<file path="config.mk">
export PLATFORM = sky130hd
export DESIGN_NAME = uart_tx_fifo
export DESIGN_NICKNAME = d
export VERILOG_FILES = /design/src/rtl/uart_pkg.sv /design/src/rtl/uart_baud_gen.sv /design/src/rtl/uart_tx_fifo.sv
export SDC_FILE = /design/constraint.sdc
export NUM_CORES = 1
export LEC_CHECK = 0
export ABC_CLOCK_PERIOD_IN_PS = 4700
export CAP_MARGIN = 15
export CORE_ASPECT_RATIO = 1.75
export CORE_UTILIZATION = 35
export DETAILED_ROUTE_END_ITERATION = 6
export RECOVER_POWER = 50
export SETUP_SLACK_MARGIN = 0.1
export SLEW_MARGIN = 20
export SYNTH_ARGS = -nofsm -noshare
export SYNTH_HDL_FRONTEND = slang
export SYNTH_HIERARCHICAL = 1
export SYNTH_SLANG_ARGS = --single-unit
</file>
<file path="constraint.sdc">
create_clock -name clk -period 4.7 [get_ports clk]
set_clock_uncertainty 0.2 [all_clocks]
set_input_delay 0.705 -clock clk [delete_from_list [all_inputs] [get_ports clk]]
set_output_delay 0.705 -clock clk [all_outputs]
set_load 0.05 [all_outputs]
</file>
<file path="src/rtl/uart_pkg.sv">
// Shared UART types and helpers for the transmitter and the future receiver.
package uart_pkg;

  typedef enum logic [1:0] {
    PAR_NONE = 2'd0,
    PAR_ODD  = 2'd1,
    PAR_EVEN = 2'd2
  } parity_e;

  typedef enum logic [2:0] {
    StIdle,
    StStart,
    StData,
    StParity,
    StStop
  } tx_state_e;

  // Returns 0 for unusable settings so the caller's range check fires.
  function automatic int unsigned calc_divisor(input int unsigned clk_freq,
                                               input int unsigned baud);
    if (baud == 0 || clk_freq < baud) return 0;
    return clk_freq / baud;
  endfunction

endpackage

</file>
<file path="src/rtl/uart_baud_gen.sv">
// Bit-period counter; baud_tick marks the last clock of each bit period.
module uart_baud_gen
  import uart_pkg::*;
#(
  parameter int unsigned CLK_FREQ  = 50_000_000,
  parameter int unsigned BAUD_RATE = 115200
) (
  input  logic clk,
  input  logic rst,
  input  logic restart,
  output logic baud_tick
);

  localparam int unsigned Divisor = calc_divisor(CLK_FREQ, BAUD_RATE);
  localparam int unsigned CntW    = (Divisor > 2) ? $clog2(Divisor) : 1;
  localparam logic [CntW-1:0] CntMax = CntW'(Divisor - 1);
  localparam logic [CntW-1:0] CntOne = CntW'(1);

  logic [CntW-1:0] cnt_q, cnt_d;

  assign baud_tick = (cnt_q == CntMax);

  always_comb begin
    cnt_d = cnt_q + CntOne;
    if (restart || baud_tick) cnt_d = '0;
  end

  always_ff @(posedge clk) begin
    if (rst) cnt_q <= '0;
    else     cnt_q <= cnt_d;
  end

endmodule

</file>
<file path="src/rtl/uart_tx_fifo.sv">
// UART transmitter fed by a TX FIFO; frames are sent LSB-first and back-to-back while queued.
module uart_tx_fifo
  import uart_pkg::*;
#(
  parameter int unsigned CLK_FREQ   = 50_000_000,
  parameter int unsigned BAUD_RATE  = 115200,
  parameter int unsigned DATA_BITS  = 8,
  parameter int unsigned PARITY     = 0,
  parameter int unsigned STOP_BITS  = 1,
  parameter int unsigned FIFO_DEPTH = 16
) (
  input  logic                          clk,
  input  logic                          rst,
  input  logic                          tx_valid,
  input  logic [DATA_BITS-1:0]          tx_data,
  output logic                          tx_ready,
  output logic                          tx_serial,
  output logic                          tx_busy,
  output logic [$clog2(FIFO_DEPTH):0]   fifo_count,
  output logic                          tx_done
);

  localparam int unsigned Divisor   = calc_divisor(CLK_FREQ, BAUD_RATE);
  localparam int unsigned PtrW      = $clog2(FIFO_DEPTH);
  localparam bit          HasParity = (PARITY != 32'(PAR_NONE));
  localparam bit          OddParity = (PARITY == 32'(PAR_ODD));
  localparam logic [PtrW:0]   CntOne  = (PtrW + 1)'(1);
  localparam logic [PtrW:0]   CntFull = (PtrW + 1)'(FIFO_DEPTH);
  localparam logic [PtrW-1:0] PtrOne  = PtrW'(1);
  localparam logic [3:0]      LastData = 4'(DATA_BITS - 1);
  localparam logic [3:0]      LastStop = 4'(STOP_BITS - 1);

  if (Divisor < 2) begin : g_chk_div
    $error("uart_tx_fifo: CLK_FREQ/BAUD_RATE must be at least 2");
  end
  if (PARITY > 2) begin : g_chk_par
    $error("uart_tx_fifo: PARITY must be 0, 1 or 2");
  end
  if (DATA_BITS < 5 || DATA_BITS > 9) begin : g_chk_data
    $error("uart_tx_fifo: DATA_BITS must be 5..9");
  end
  if (STOP_BITS < 1 || STOP_BITS > 2) begin : g_chk_stop
    $error("uart_tx_fifo: STOP_BITS must be 1 or 2");
  end
  if (FIFO_DEPTH < 2 || (FIFO_DEPTH & (FIFO_DEPTH - 1)) != 0) begin : g_chk_depth
    $error("uart_tx_fifo: FIFO_DEPTH must be a power of 2 and >= 2");
  end

  // FIFO storage and pointers; pointers wrap naturally at the power-of-2 depth.
  logic [DATA_BITS-1:0] mem_q [FIFO_DEPTH];
  logic [PtrW-1:0]      wr_ptr_q, rd_ptr_q;
  logic [PtrW:0]        count_q, count_d;
  logic                 push, pop, fifo_empty;
  logic [DATA_BITS-1:0] head;

  tx_state_e            state_q, state_d;
  logic [DATA_BITS-1:0] shift_q, shift_d;
  logic [3:0]           bit_cnt_q, bit_cnt_d;
  logic                 par_q, par_d;
  logic                 tx_q, tx_d;
  logic                 load, restart, baud_tick;

  assign tx_ready   = (count_q != CntFull);
  assign push       = tx_valid && tx_ready;
  assign fifo_empty = (count_q == '0);
  assign head       = mem_q[rd_ptr_q];
  assign fifo_count = count_q;
  assign tx_serial  = tx_q;
  assign tx_busy    = (state_q != StIdle) || !fifo_empty;

  uart_baud_gen #(
    .CLK_FREQ  (CLK_FREQ),
    .BAUD_RATE (BAUD_RATE)
  ) u_baud_gen (
    .clk       (clk),
    .rst       (rst),
    .restart   (restart),
    .baud_tick (baud_tick)
  );

  always_comb begin
    count_d = count_q;
    unique case ({push, pop})
      2'b10:   count_d = count_q + CntOne;
      2'b01:   count_d = count_q - CntOne;
      default: count_d = count_q;
    endcase
  end

  always_ff @(posedge clk) begin
    if (push) mem_q[wr_ptr_q] <= tx_data;
  end

  always_ff @(posedge clk) begin
    if (rst) begin
      wr_ptr_q <= '0;
      rd_ptr_q <= '0;
      count_q  <= '0;
    end else begin
      if (push) wr_ptr_q <= wr_ptr_q + PtrOne;
      if (pop)  rd_ptr_q <= rd_ptr_q + PtrOne;
      count_q <= count_d;
    end
  end

  always_comb begin
    state_d   = state_q;
    shift_d   = shift_q;
    bit_cnt_d = bit_cnt_q;
    par_d     = par_q;
    tx_d      = tx_q;
    load      = 1'b0;
    tx_done   = 1'b0;
    unique case (state_q)
      StIdle: begin
        tx_d = 1'b1;
        load = !fifo_empty;
      end
      StStart: begin
        if (baud_tick) begin
          state_d   = StData;
          tx_d      = shift_q[0];
          shift_d   = shift_q >> 1;
          bit_cnt_d = '0;
        end
      end
      StData: begin
        if (baud_tick) begin
          if (bit_cnt_q == LastData) begin
            bit_cnt_d = '0;
            state_d   = HasParity ? StParity : StStop;
            tx_d      = HasParity ? par_q : 1'b1;
          end else begin
            tx_d      = shift_q[0];
            shift_d   = shift_q >> 1;
            bit_cnt_d = bit_cnt_q + 4'd1;
          end
        end
      end
      StParity: begin
        if (baud_tick) begin
          state_d   = StStop;
          tx_d      = 1'b1;
          bit_cnt_d = '0;
        end
      end
      StStop: begin
        if (baud_tick) begin
          if (bit_cnt_q == LastStop) begin
            tx_done = 1'b1;
            load    = !fifo_empty;
            state_d = StIdle;
          end else begin
            bit_cnt_d = bit_cnt_q + 4'd1;
          end
        end
      end
      default: state_d = StIdle;
    endcase
    // A pop starts the next frame directly, whether from idle or the last stop cycle.
    if (load) begin
      state_d = StStart;
      shift_d = head;
      par_d   = (^head) ^ OddParity;
      tx_d    = 1'b0;
    end
  end

  assign pop     = load;
  assign restart = load;

  always_ff @(posedge clk) begin
    if (rst) begin
      state_q   <= StIdle;
      shift_q   <= '0;
      bit_cnt_q <= '0;
      par_q     <= 1'b0;
      tx_q      <= 1'b1;
    end else begin
      state_q   <= state_d;
      shift_q   <= shift_d;
      bit_cnt_q <= bit_cnt_d;
      par_q     <= par_d;
      tx_q      <= tx_d;
    end
  end

endmodule
</file>
# == Word level (Yosys, flattened, before mapping) ==
# Memories as Yosys holds them, arrays and structs flattened. A register that Yosys moved wholly into a read port is not among the register bits.
# Cells that the tools add are included.
# totals
ff_bits,38
latchBits,0
ramBits,128
romBits,0
output_inout_bits,9
wordCells,98
n_memories,1
# classes
addsub,6
mul,0
div,0
magnitude_cmp,0
n_eq_ne,25
shifts,0
mux,36
n_bitwise,1
reduce_logical,20
# memory_table
name,depth,width,read_ports,rd_ports_with_merged_regs,wr,line,rtl
mem_q,16,8,1,1,1,uart_tx_fifo.sv:50,logic [DATA_BITS-1:0] mem_q [FIFO_DEPTH];
# ops
op,count
$mux 8,4
$mux 4,7
$mux 3,6
$pmux 8 s2,1
$pmux 3 s5,1
$reduce_and 7->1,2
$mux 1,13
$add 4x1->4 const B,3
$ne 3x2->1 const B,4
$pmux 4 s3,1
$ne 2x1->1 const B,5
$pmux 5 s2,1
$add 9x1->9 const B,1
$eq 9x9->1 const B,1
$ne 3x3->1 const B,3
$reduce_bool 3->1,3
$ne 2x2->1 const B,4
$reduce_and 4->1,2
$eq 3x2->1 const B,2
$reduce_or 2->1,3
$add 5x1->5 const B,1
$logic_not 5->1,1
$ne 5x5->1 const B,1
$reduce_and 5->1,1
16 further kinds,17

# == Logic depth before layout (Yosys ltp) ==
# depth
depth_word,7
ltp_mapped,17

# == Cells and area by module ==
# Netlist, hierarchy kept.
# by_module_without_submodules
mod,instances,cells_per_inst,area_each_um2,seq_area_each_um2
uart_tx_fifo,1,405,6692.7,4504.3
uart_baud_gen,1,49,446.7,180.2

# == Worst setup path before layout ==
# Ideal clock, no wire load.
# synth_timing
kind,register to register
start,reg u_baud_gen.cnt_q[2]
end,reg count_q[4] (netlist: fifo_count[4])
arrival_time_ns,3.434
path_slack_ns,0.938
path_stages_with_launch,16
n_path_buf,3
period_less_slack_ns,3.762
cell_sequence,dfxtp_1 -> or3_4 -> nor3_1 -> buf_2 -> nand4bb_1 -> a221oi_4 -> buf_4 -> ha_1 -> clkbuf_1 -> xor2_1 -> ha_1 -> or3b_2 -> a21oi_1 -> o21ai_0 -> xnor2_1 -> nor2_1
# synth_between
elab_chain_cells,5
elab_cells_between_ends,7
# synth_lines
element,line,rtl
from (decl),uart_baud_gen.sv:19,"logic [CntW-1:0] cnt_q, cnt_d;"
from (signal assigned),uart_baud_gen.sv:30,else cnt_q <= cnt_d;
$eq 9x9->1 (*),uart_baud_gen.sv:21,assign baud_tick = (cnt_q == CntMax);
named net baud_tick,uart_tx_fifo.sv:61,"logic load, restart, baud_tick;"
$mux 1 (*),uart_tx_fifo.sv:148,if (baud_tick) begin
$pmux 1 s2 (*),uart_tx_fifo.sv:114,unique case (state_q)
named net load,uart_tx_fifo.sv:61,
$eq 2x1->1 or $eq 2x2->1 (tied branches),uart_tx_fifo.sv:83,"unique case ({push, pop})"
$pmux 5 s2 or $reduce_bool 2->1 (tied branches),n/a,
to (signal assigned),uart_tx_fifo.sv:102,count_q <= count_d;
to (decl),uart_tx_fifo.sv:52,"logic [PtrW:0] count_q, count_d;"
# The timed path passes the listed nets; every way through them passes the cells marked *.
# A chain may end at the register's enable or synchronous reset.

# == Worst setup path in the final report ==
# layout_timing
start,reg u_baud_gen.cnt_q[2]
end,out tx_done
# layout_between
elab_chain_cells,3
# layout_lines
element,line,rtl
$eq 9x9->1,uart_baud_gen.sv:21,
named net baud_tick,uart_tx_fifo.sv:61,
$mux 1,uart_tx_fifo.sv:148,
$mux 1,uart_tx_fifo.sv:114,
to (decl),uart_tx_fifo.sv:20,output logic tx_done
# The timed path passes the listed nets, and every way through them passes these cells.

==> flow_summary.toml <==
[synthesis]
synth_edf_count = 128
ys.warnings.count = 6
yosys_most_used_dff = "edfxtp_1"
syn_area_mm2 = 0.00714
synthArstFlopShare = 0
synth_area_leaders = "edfxtp_1, dfxtp_1, mux4_1, mux4_2, nor2_1"
syn-num-nets = 477
yosys.area.top_type_share = 0.538
yosysMostFrequentCell = "edfxtp_1"
synth_cells = 454
yosys.cell_types.count = 59
seq_area_frac_synth = 0.656
syn_avg_cell_area_um2 = 15.7
ys_ff_latch = 170
ys_top_cells_by_count = "edfxtp_1, nor2_1, dfxtp_1"
synth_top_cell_by_area = "edfxtp_1"

[grt]
grt_overflow = 0
grt_pass1_vias = 4052
grt_pass1_wl_um = 21500
grt_start_max_net_pins = 33
grtUsageTotal = 0.140
antenna_found_initial = 0

[layout]
drive_gt1_frac = 0.144
nets = 497
n_antenna_cell = 0
stdcell_area_mm2 = 0.00812
area_delta_synth_final_pct = 13.8

[floorplan]
fp-row-count = 68
die_w_um = 110
ios = 20
die_h_um = 191
start_util = 0.360
die_area_mm2 = 0.0210
core_mm2 = 0.0198

[critical_path]
cp_max_fo = 9
endpoint = "tx_done"
criticalPathCategory = "register to output pin"
cp.arrival_ns = 3.02
reg2reg_slack_ns = 0.89
r2r_cells = 13
startpoint_type = "register"
cp-startpoint = "u_baud_gen/cnt_q[2]$_SDFF_PP0_"
cp-end-kind = "output pin"
r2r-start = "u_baud_gen/cnt_q[2]$_SDFF_PP0_"
crit_required_ns = 3.80
rr_endpoint = "fifo_count[4]$_SDFFE_PP0P_"

[sta]
tightest_slew_ns = 1.02
finalSetupTns_ns = 0
fin_crit_sh = 0.834
final_hold_viol_count = 0
rsz0062_at_grt = "no"
fmax_mhz = 255
slew_headroom = 0.315
slew_violations = 0
finalSetupViolations = 0
period_minus_slack_ns = 3.92

[placed_design]
globalplace.congestion = 0.809
dpl-instance-area_mm2 = 0.00754
dp_hpwl_um = 9450
io_buffers = 19

[pwr]
switchingPower_w = 0.00132
p_comb_frac = 0.229
internal-power_w = 0.00288
power_frac_clock = 0.333
swShare = 0.315
leakage_nw = 2.66
p_per_area_mw_per_mm2 = 517
irDropWorstVdd_uv = 351
p_seq_frac = 0.438

[cts]
clk_pin_slew_worst_paths_ns = 0.07
cts_tree = "done"
post-cts-setup-buffers = 0
clockBufferDepth = 2
cts_resized = 0
htree_levels = 4
clock_latency_ns = 0.43
cts-root-buf = "clkbuf_16"
cts_num_sinks = 170
cts_buffers = 17
ctsHoldBuffers = 0

[detailed_routing]
first_pass_iters = 4
drc = 0
vias = 3870
viasPerCell = 5.29
drt_iter0_drc = 235
avgRoutedWirePerCell_um = 18.5
drt.antenna.violating_nets = 0
drt-total-wl_um = 13500

[worst_hold_path]
hold_path_class = "register to register"

[outcome]
status = "completed"

[flow_run]
max_cap_viol_count = 0
layout make-up:
cell class	instances	area (um2)
Clock buffer	17	425
Fill cell	1809	11700
Tap cell	245	307
Inverter	10	37.5
Multi-Input combinational cell	250	2260
Timing Repair Buffer	25	224
Clock inverter	15	185
Sequential cell	170	4690
power by group through the flow:
stage | clock network [W] | registers (W) | logic (W)
floorplan | 0 | 0.00186 | 0.000781
global placement | 0 | 0.00188 | 0.000962
detailed placement | 0 | 0.00189 | 0.000989
CTS | 0.00143 | 0.00185 | 0.000993
global route | 0.00148 | 0.00187 | 0.00105
finish | 0.00140 | 0.00184 | 0.000961
worst max-delay path, cell delays in order, from the launching register on:
cell and delay, ns:
dfxtp_1 0.37, or3_4 0.43, nor3_1 0.15, clkbuf_1 0.30, nand4bb_1 0.29, nor3_1 0.21, clkdlybuf4s50_1 0.84
worst min-delay path by stage:
stage | from | endpoint | depth (start not counted)
finish | tx_serial$_SDFFE_PP1P_ | tx_serial$_SDFFE_PP1P_ | 1
global route | tx_serial$_SDFFE_PP1P_ | tx_serial$_SDFFE_PP1P_ | 1
CTS | tx_serial$_SDFFE_PP1P_ | tx_serial$_SDFFE_PP1P_ | 1
detailed placement | tx_serial$_SDFFE_PP1P_ | tx_serial$_SDFFE_PP1P_ | 1
global placement | tx_serial$_SDFFE_PP1P_ | tx_serial$_SDFFE_PP1P_ | 1
floorplan | u_baud_gen/cnt_q[0]$_SDFF_PP0_ | u_baud_gen/cnt_q[0]$_SDFF_PP0_ | 1
placed cells by master (no fill, tap or decap), types with 6 or more instances in the layout:
| cell | instances |
|---|---|
| clkdlybuf4s50_1 | 10 |
| inv_1 | 10 |
| o21ai_0 | 7 |
| nor3_1 | 14 |
| nand3_1 | 6 |
| a22o_1 | 9 |
| dlygate4sd3_1 | 9 |
| clkbuf_16 | 17 |
| xor2_1 | 10 |
| mux4_1 | 16 |
| ha_1 | 12 |
| mux4_2 | 16 |
| edfxtp_1 | 128 |
| xnor2_1 | 6 |
| a21oi_1 | 11 |
| dfxtp_1 | 40 |
| nor2_1 | 51 |
| nand2_1 | 16 |
logic make-up after synthesis:
family	share of synthesized area
adders and majority gates	0.0210
buffers and inverters	0.0268
and+or+nand+nor	0.0910
AOI/OAI and AO/OA	0.0705
muxes	0.115
DFF	0.656
xor gates and xnor gates	0.0196
stage by stage:
stage	instances	total power, W	hold slack, ns	utilization	setup WS [ns]
2_1_floorplan	454	0.00264	0.254	-	0.938
4_1_cts	732	0.00427	0.277	0.411	0.909
3_5_place_dp	700	0.00288	0.257	0.380	1.04
6_report	732	0.00420	0.274	0.410	0.779
3_3_place_gp	700	0.00284	0.254	0.380	1.12
5_1_grt	732	0.00440	0.293	0.410	0.527
flip-flops by register name, indices dropped and copies added, names as in the netlist, named ones only:
name and cells:
mem_q 128, tx_serial 1, u_baud_gen/cnt_q 9, bit_cnt_q 4
wr_ptr_q 4, rd_ptr_q 4, state_q 3, shift_q 8
fifo_count 5
layer usage:
layer | GRT usage | part of all wire | routed length, um | vias to the layer above
met4 | 0.0579 | 0.026 | 349 | 0
met1 | 0.143 | 0.37 | 5000 | 1968
li1 | - | - | - | 1811
met3 | 0.0286 | 0.025 | 341 | 27
met5 | 0 | 0 | 0 | -
met2 | 0.268 | 0.58 | 7840 | 64
Power figures use the tool's default switching activity.
